[config.mk]
export PLATFORM = sky130hd
export DESIGN_NAME = ram1k_ctl
export DESIGN_NICKNAME = d
export VERILOG_FILES = /design/src/rtl/ram1k_ctl_pkg.sv /design/src/rtl/rr_arb2.sv /design/src/rtl/ram1k_ctl.sv
export SDC_FILE = /design/constraint.sdc
export NUM_CORES = 1
export LEC_CHECK = 0
export BUFFER_PORTS_ARGS = -buffer_cell sky130_fd_sc_hd__buf_2
export CORE_MARGIN = 2
export CORE_UTILIZATION = 30
export CTS_CLUSTER_SIZE = 20
export DETAILED_ROUTE_END_ITERATION = 10
export SLEW_MARGIN = 25
export SYNTH_ARGS = -nofsm -noshare
export SYNTH_HDL_FRONTEND = slang
export SYNTH_HIERARCHICAL = 1
export SYNTH_SLANG_ARGS = --single-unit
[constraint.sdc]
create_clock -name clk -period 4.4 [get_ports clk]
set_clock_uncertainty 0.05 [all_clocks]
set_input_delay 0.88 -clock clk [delete_from_list [all_inputs] [get_ports clk]]
set_output_delay 0.88 -clock clk [all_outputs]
set_load 0.02 [all_outputs]
[src/rtl/ram1k_ctl_pkg.sv]
// Shared types and widths for the 1Kx16 static-RAM bank controller.
// Optional build macro: RAM1K_CTL_PARITY_EN (adds a parity bit stored per word).
package ram1k_ctl_pkg;

  localparam int ADDR_W = 10;
  localparam int DATA_W = 16;

  typedef enum logic [2:0] {
    IDLE   = 3'd0,
    SETUP  = 3'd1,
    WPULSE = 3'd2,
    HOLD   = 3'd3,
    READ   = 3'd4
  } state_e;

  // Bit that makes the stored word plus parity contain an odd number of ones.
  function automatic logic odd_par(input logic [DATA_W-1:0] d);
    return ~(^d);
  endfunction

endpackage

[src/rtl/rr_arb2.sv]
// Two-requester round-robin arbiter. The last-grant register only moves when
// the grant is actually consumed (update_i), so a request dropped before
// acceptance leaves the priority unchanged.
module rr_arb2 (
  input  logic       clk_i,
  input  logic       rst_ni,
  input  logic [1:0] req_i,
  input  logic       update_i,
  output logic [1:0] gnt_o
);

  // 1 = port 1 was granted last; resets to 1 so that port 0 wins first.
  logic last_q;

  // Grant the lone requester, or on contention the one not served last.
  always_comb begin
    gnt_o = 2'b00;
    if (req_i == 2'b11) begin
      gnt_o = last_q ? 2'b01 : 2'b10;
    end else begin
      gnt_o = req_i;
    end
  end

  // Remember which port was served when a grant is consumed.
  always_ff @(posedge clk_i or negedge rst_ni) begin
    if (!rst_ni) begin
      last_q <= 1'b1;
    end else if (update_i) begin
      last_q <= gnt_o[1];
    end
  end

endmodule

[src/rtl/ram1k_ctl.sv]
// Two-port request front end for a bank of sixteen 1Kx1 static RAMs.
// Writes run SETUP -> WPULSE (WE_PULSE clocks) -> HOLD; reads hold CE for
// READ_WAIT clocks and sample ram_do on the last READ edge.
// Handshake: a request transfers on a rising edge where reqN_valid and
// reqN_ready are both high; ready is only offered in IDLE, to one port.
// Optional build macro: RAM1K_CTL_PARITY_EN (ram_pdi/ram_pdo/rsp_perr).
module ram1k_ctl
  import ram1k_ctl_pkg::*;
#(
  parameter int WE_PULSE  = 1,  // 1..4
  parameter int READ_WAIT = 1   // 1..4
) (
  input  logic              clk,
  input  logic              reset_n,
  input  logic              req0_valid,
  input  logic              req1_valid,
  output logic              req0_ready,
  output logic              req1_ready,
  input  logic              req0_we,
  input  logic              req1_we,
  input  logic [ADDR_W-1:0] req0_addr,
  input  logic [ADDR_W-1:0] req1_addr,
  input  logic [DATA_W-1:0] req0_wdata,
  input  logic [DATA_W-1:0] req1_wdata,
  output logic              rsp0_valid,
  output logic              rsp1_valid,
  output logic [DATA_W-1:0] rsp_rdata,
  output logic [ADDR_W-1:0] ram_a,
  output logic              ram_ce_n,
  output logic              ram_we_n,
  output logic [DATA_W-1:0] ram_di,
  input  logic [DATA_W-1:0] ram_do,
`ifdef RAM1K_CTL_PARITY_EN
  output logic              ram_pdi,
  input  logic              ram_pdo,
  output logic              rsp_perr,
`endif
  output logic [2:0]        dbg_state
);

  localparam logic [1:0] WE_LAST = 2'(WE_PULSE - 1);
  localparam logic [1:0] RD_LAST = 2'(READ_WAIT - 1);

  state_e            state_q;
  logic [1:0]        cnt_q;
  logic              port_q;
  logic [ADDR_W-1:0] a_q;
  logic [DATA_W-1:0] di_q;
  logic              ce_n_q;
  logic              we_n_q;
  logic              rsp0_q;
  logic              rsp1_q;
  logic [DATA_W-1:0] rdata_q;
`ifdef RAM1K_CTL_PARITY_EN
  logic              pdi_q;
  logic              perr_q;
`endif

  logic [1:0]        gnt;
  logic              idle;
  logic              accept;
  logic              sel_port;
  logic              sel_we;
  logic [ADDR_W-1:0] sel_addr;
  logic [DATA_W-1:0] sel_wdata;

  rr_arb2 u_arb (
    .clk_i    (clk),
    .rst_ni   (reset_n),
    .req_i    ({req1_valid, req0_valid}),
    .update_i (accept),
    .gnt_o    (gnt)
  );

  // Ready is withheld while reset is asserted even though the state reads IDLE.
  assign idle       = (state_q == IDLE);
  assign req0_ready = reset_n & idle & gnt[0];
  assign req1_ready = reset_n & idle & gnt[1];
  assign accept     = (req0_ready & req0_valid) | (req1_ready & req1_valid);

  assign sel_port  = gnt[1];
  assign sel_we    = sel_port ? req1_we    : req0_we;
  assign sel_addr  = sel_port ? req1_addr  : req0_addr;
  assign sel_wdata = sel_port ? req1_wdata : req0_wdata;

  // Sequencer: every RAM pin and response is a flop so the strobes are glitch-free.
  always_ff @(posedge clk or negedge reset_n) begin
    if (!reset_n) begin
      state_q <= IDLE;
      cnt_q   <= '0;
      port_q  <= 1'b0;
      a_q     <= '0;
      di_q    <= '0;
      ce_n_q  <= 1'b1;
      we_n_q  <= 1'b1;
      rsp0_q  <= 1'b0;
      rsp1_q  <= 1'b0;
      rdata_q <= '0;
`ifdef RAM1K_CTL_PARITY_EN
      pdi_q   <= 1'b0;
      perr_q  <= 1'b0;
`endif
    end else begin
      rsp0_q <= 1'b0;
      rsp1_q <= 1'b0;
      case (state_q)
        IDLE: begin
          if (accept) begin
            port_q <= sel_port;
            a_q    <= sel_addr;
            ce_n_q <= 1'b0;
            we_n_q <= 1'b1;
            cnt_q  <= '0;
            if (sel_we) begin
              di_q    <= sel_wdata;
`ifdef RAM1K_CTL_PARITY_EN
              pdi_q   <= odd_par(sel_wdata);
`endif
              state_q <= SETUP;
            end else begin
              state_q <= READ;
            end
          end
        end
        SETUP: begin
          we_n_q  <= 1'b0;
          state_q <= WPULSE;
        end
        WPULSE: begin
          if (cnt_q == WE_LAST) begin
            we_n_q  <= 1'b1;
            state_q <= HOLD;
            rsp0_q  <= ~port_q;
            rsp1_q  <= port_q;
            rdata_q <= '0;
`ifdef RAM1K_CTL_PARITY_EN
            perr_q  <= 1'b0;
`endif
          end else begin
            cnt_q <= cnt_q + 2'd1;
          end
        end
        HOLD: begin
          ce_n_q  <= 1'b1;
          state_q <= IDLE;
        end
        READ: begin
          if (cnt_q == RD_LAST) begin
            ce_n_q  <= 1'b1;
            state_q <= IDLE;
            rsp0_q  <= ~port_q;
            rsp1_q  <= port_q;
            rdata_q <= ram_do;
`ifdef RAM1K_CTL_PARITY_EN
            perr_q  <= ~(^{ram_do, ram_pdo});
`endif
          end else begin
            cnt_q <= cnt_q + 2'd1;
          end
        end
        default: begin
          ce_n_q  <= 1'b1;
          we_n_q  <= 1'b1;
          state_q <= IDLE;
        end
      endcase
    end
  end

  assign rsp0_valid = rsp0_q;
  assign rsp1_valid = rsp1_q;
  assign rsp_rdata  = rdata_q;
  assign ram_a      = a_q;
  assign ram_di     = di_q;
  assign ram_ce_n   = ce_n_q;
  assign ram_we_n   = we_n_q;
  assign dbg_state  = state_q;
`ifdef RAM1K_CTL_PARITY_EN
  assign ram_pdi    = pdi_q;
  assign rsp_perr   = perr_q;
`endif

endmodule

==> impl_metrics.json <==
{
  "crit_chain": "buf_2 > a21boi_4 > and2_1 > buf_2",
  "critical_path.reg2reg.startpoint": "u_arb/last_q",
  "route.detailed.wl_per_inst_um": 14.5,
  "final_net_count": 409,
  "final_critical_path_setup_slack_ns": 1.46,
  "wl_mm": 6.39,
  "cpPeakStageDelay_ns": 0.62,
  "postSynthCellCount": 219,
  "global_route.usage.total": 0.142,
  "hold_path_end": "rsp0_valid",
  "placementRows": 33,
  "drive_gt1_frac": 0.442,
  "start_util": 0.304,
  "netlist.area_leader.share": 0.508,
  "cts_num_sinks": 53,
  "min_period_over_period": 0.668,
  "slowest_cell_on_the_critical_path": "a21boi_4",
  "grt_antenna_before_repair": 0,
  "timing.setup.tns_ns": 0,
  "clk-insertion-delay-late_ns": 0.30,
  "power_density_mw_per_mm2": 655,
  "post_cts_buffers": 0,
  "core_area_mm2": 0.00809,
  "fmaxAchievable_ghz": 0.340,
  "r2r_setup_slack_ns": 1.87,
  "drc": 0,
  "antenna_cells_inserted": 0,
  "grt.overflow.total": 0,
  "maxSlewHeadroom": 0.510,
  "cts_max_path_buffers": 2,
  "dp_hpwl_mm": 4.54,
  "num_vias": 2142,
  "firstDrtPassIters": 4,
  "synth_area_leader": "dfrtp_1",
  "number_of_synthesis_warnings": 6,
  "hold_violations": 0,
  "timing.final.max_slew_violations": 0,
  "end_kind": "primary output",
  "top_level_ports": 125,
  "portBuffers": 124,
  "max-cap-violations": 0,
  "fp.dieArea_mm2": 0.00895,
  "drtAntennaViolNets": 0,
  "tritoncts_clock_tree": "yes",
  "hold_depth": 1,
  "areaGrowthSynthToFinish_pct": 31.8,
  "syn_nets": 294,
  "finalWorstPathRequiredPeriod_ns": 2.94,
  "gp_congestion": 0.713,
  "grt_pass1_vias": 2099,
  "synth-seq-area-share": 0.540,
  "synthDistinctLibCells": 39,
  "critical-path-top-cell-by-count": "buf_2",
  "crit_path_max_fanout": 19,
  "transition_time_at_the_pin_with_the_least_slew_margin_ns": 0.734,
  "synth_area_per_cell_um2": 11.2,
  "min-delay-path-class": "register to register",
  "totalPowerFinal_mw": 2.12,
  "total_leakage_power_nw": 1.63,
  "die_height_um": 94.6,
  "worst_setup_path_start_kind": "input port",
  "grt_first_pass_wirelength_mm": 9.98,
  "run_status": "completed",
  "reg2reg_to": "ram_di[15]",
  "cp.arrival_ns": 2.01,
  "synth.cell_area_mm2": 0.00246,
  "required_ns": 3.47,
  "detail_route.iter0.violations": 116,
  "timing.final.setup_violations": 0,
  "place_worst_setup_slack_ns": 1.18,
  "die-width_um": 94.6,
  "ir_worst_vdd_mv": 0.199,
  "clock_tree.root_cell": "clkbuf_8",
  "critPathBufInv": 2,
  "cell_types_with_the_largest_area_share_after_synthesis": "dfrtp_1 (51%), mux2i_1 (11%), a21oi_1 (7.9%)",
  "criticalPathCategory": "input port to primary output",
  "dpl_cell_area_mm2": 0.00316,
  "cts.clk_slew.worst_paths_ns": 0.09,
  "timing.critical_path.max_delay_family": "compound AO/OA/AOI/OAI gates",
  "cts-hold-fix-buffers": 0,
  "vias_per_cell": 4.87,
  "htree_num_levels": 2,
  "synth-seq-cells": 53,
  "cts-buffers-inserted": 5,
  "final_common_cell": "buf_2",
  "min_from": "port_q",
  "finish.instance_area_mm2": 0.00324,
  "post-route-util": 0.401,
  "grt_start_max_net_pins": 57,
  "rsz0062_at_grt": "no",
  "worst_r2r_path_depth": 4,
  "commonest_non_fill_non_tap_cells_in_the_layout": "buf_2 (124), dfrtp_1 (50), a21oi_1 (39), mux2i_1 (26), a22o_1 (17)",
  "cts.repair.resized": 0
}
where the power goes:
part           internal, mW  total [mW]  switching (mW)
Combinational         0.378       0.993           0.615
Sequential            0.707       0.864           0.157
Clock                 0.110       0.268           0.158
Total                  1.20        2.12           0.929
worst reg2reg max path: cells and delay by family, from the launching register on:
| kind | cells | cell delay [ns] |
|---|---|---|
| compound gates | 2 | 0.76 |
| simple gates | 1 | 0.63 |
| mux | 1 | 0.54 |
| flops | 1 | 0.40 |
cell usage after synthesis (all sizes together):
| library cell | count |
|---|---|
| o21ai | 4 |
| or4 | 1 |
| nand3 | 1 |
| and3 | 1 |
| dfrtp | 50 |
| a211oi | 2 |
| clkbuf | 7 |
| mux2i | 26 |
| a22o | 17 |
| ha | 1 |
| a21oi | 39 |
| a2111oi | 1 |
| o22ai | 1 |
| nand2 | 1 |
| or4b | 1 |
| mux2 | 2 |
| and2 | 2 |
| nor2 | 6 |
| o31ai | 2 |
| or3b | 1 |
| nor4b | 2 |
| a32oi | 1 |
| dfstp | 3 |
| a21bo | 1 |
| nor2b | 1 |
| a22oi | 1 |
| buf | 13 |
| a21boi | 2 |
| nor3 | 3 |
| inv | 6 |
| xnor2 | 2 |
| or3 | 1 |
| a31oi | 16 |
| o32ai | 1 |
layout make-up:
class	count	area (um^2)
clock buffers	5	68.8
inverters	6	22.5
flip-flops and latches	53	1330
well taps	105	131
fillers	847	4850
repair buffers	128	651
multi-input cells	140	1020
clock inverters	3	17.5
cell families (layout without fill, tap and decap cells):
family,count (synthesis),in the layout,share of synthesized area
buf+inv,26,142,0.0498
xor+xnor,2,2,0.00712
compound gates,88,88,0.229
fa+ha+maj,1,1,0.00508
mux,28,28,0.116
simple gates,21,21,0.0528
flops,53,53,0.540
state kept, by name (all words and copies together) (netlist names):
signal,flops
rsp1_valid,1
dbg_state,3
ram_di,16
rsp_rdata,16
ram_a,10
port_q,1
cnt_q,2
ram_we_n,1
rsp0_valid,1
ram_ce_n,1
u_arb/last_q,1
worst max-delay path by stage:
stage	from	slack (ns)	end	cells after the start
2_1_floorplan	req1_valid	1.57	req1_ready	4
4_1_cts	req1_valid	1.43	req1_ready	4
3_5_place_dp	req0_valid	1.18	ram_di[3]	5
3_3_place_gp	req0_valid	1.29	ram_di[11]	5
5_1_grt	req1_valid	1.36	req1_ready	4
6_report	req1_valid	1.46	req1_ready	4
stage by stage:
step / cells / hold WS (ns)
final: 440 / 0.391
after global routing: 440 / 0.412
after CTS: 440 / 0.387
after detailed placement: 432 / 0.374
after global placement: 432 / 0.383
after floorplan: 219 / 0.352
metal layers:
metal | track usage | part of all wire | vias to the layer above
met5 | 0 | 0 | -
met4 | 0.0326 | 0.0048 | 0
met3 | 0.0391 | 0.085 | 6
met2 | 0.240 | 0.47 | 80
met1 | 0.181 | 0.44 | 1002
li1 | - | - | 1054
Note: power is estimated with default switching activity, not from simulation.
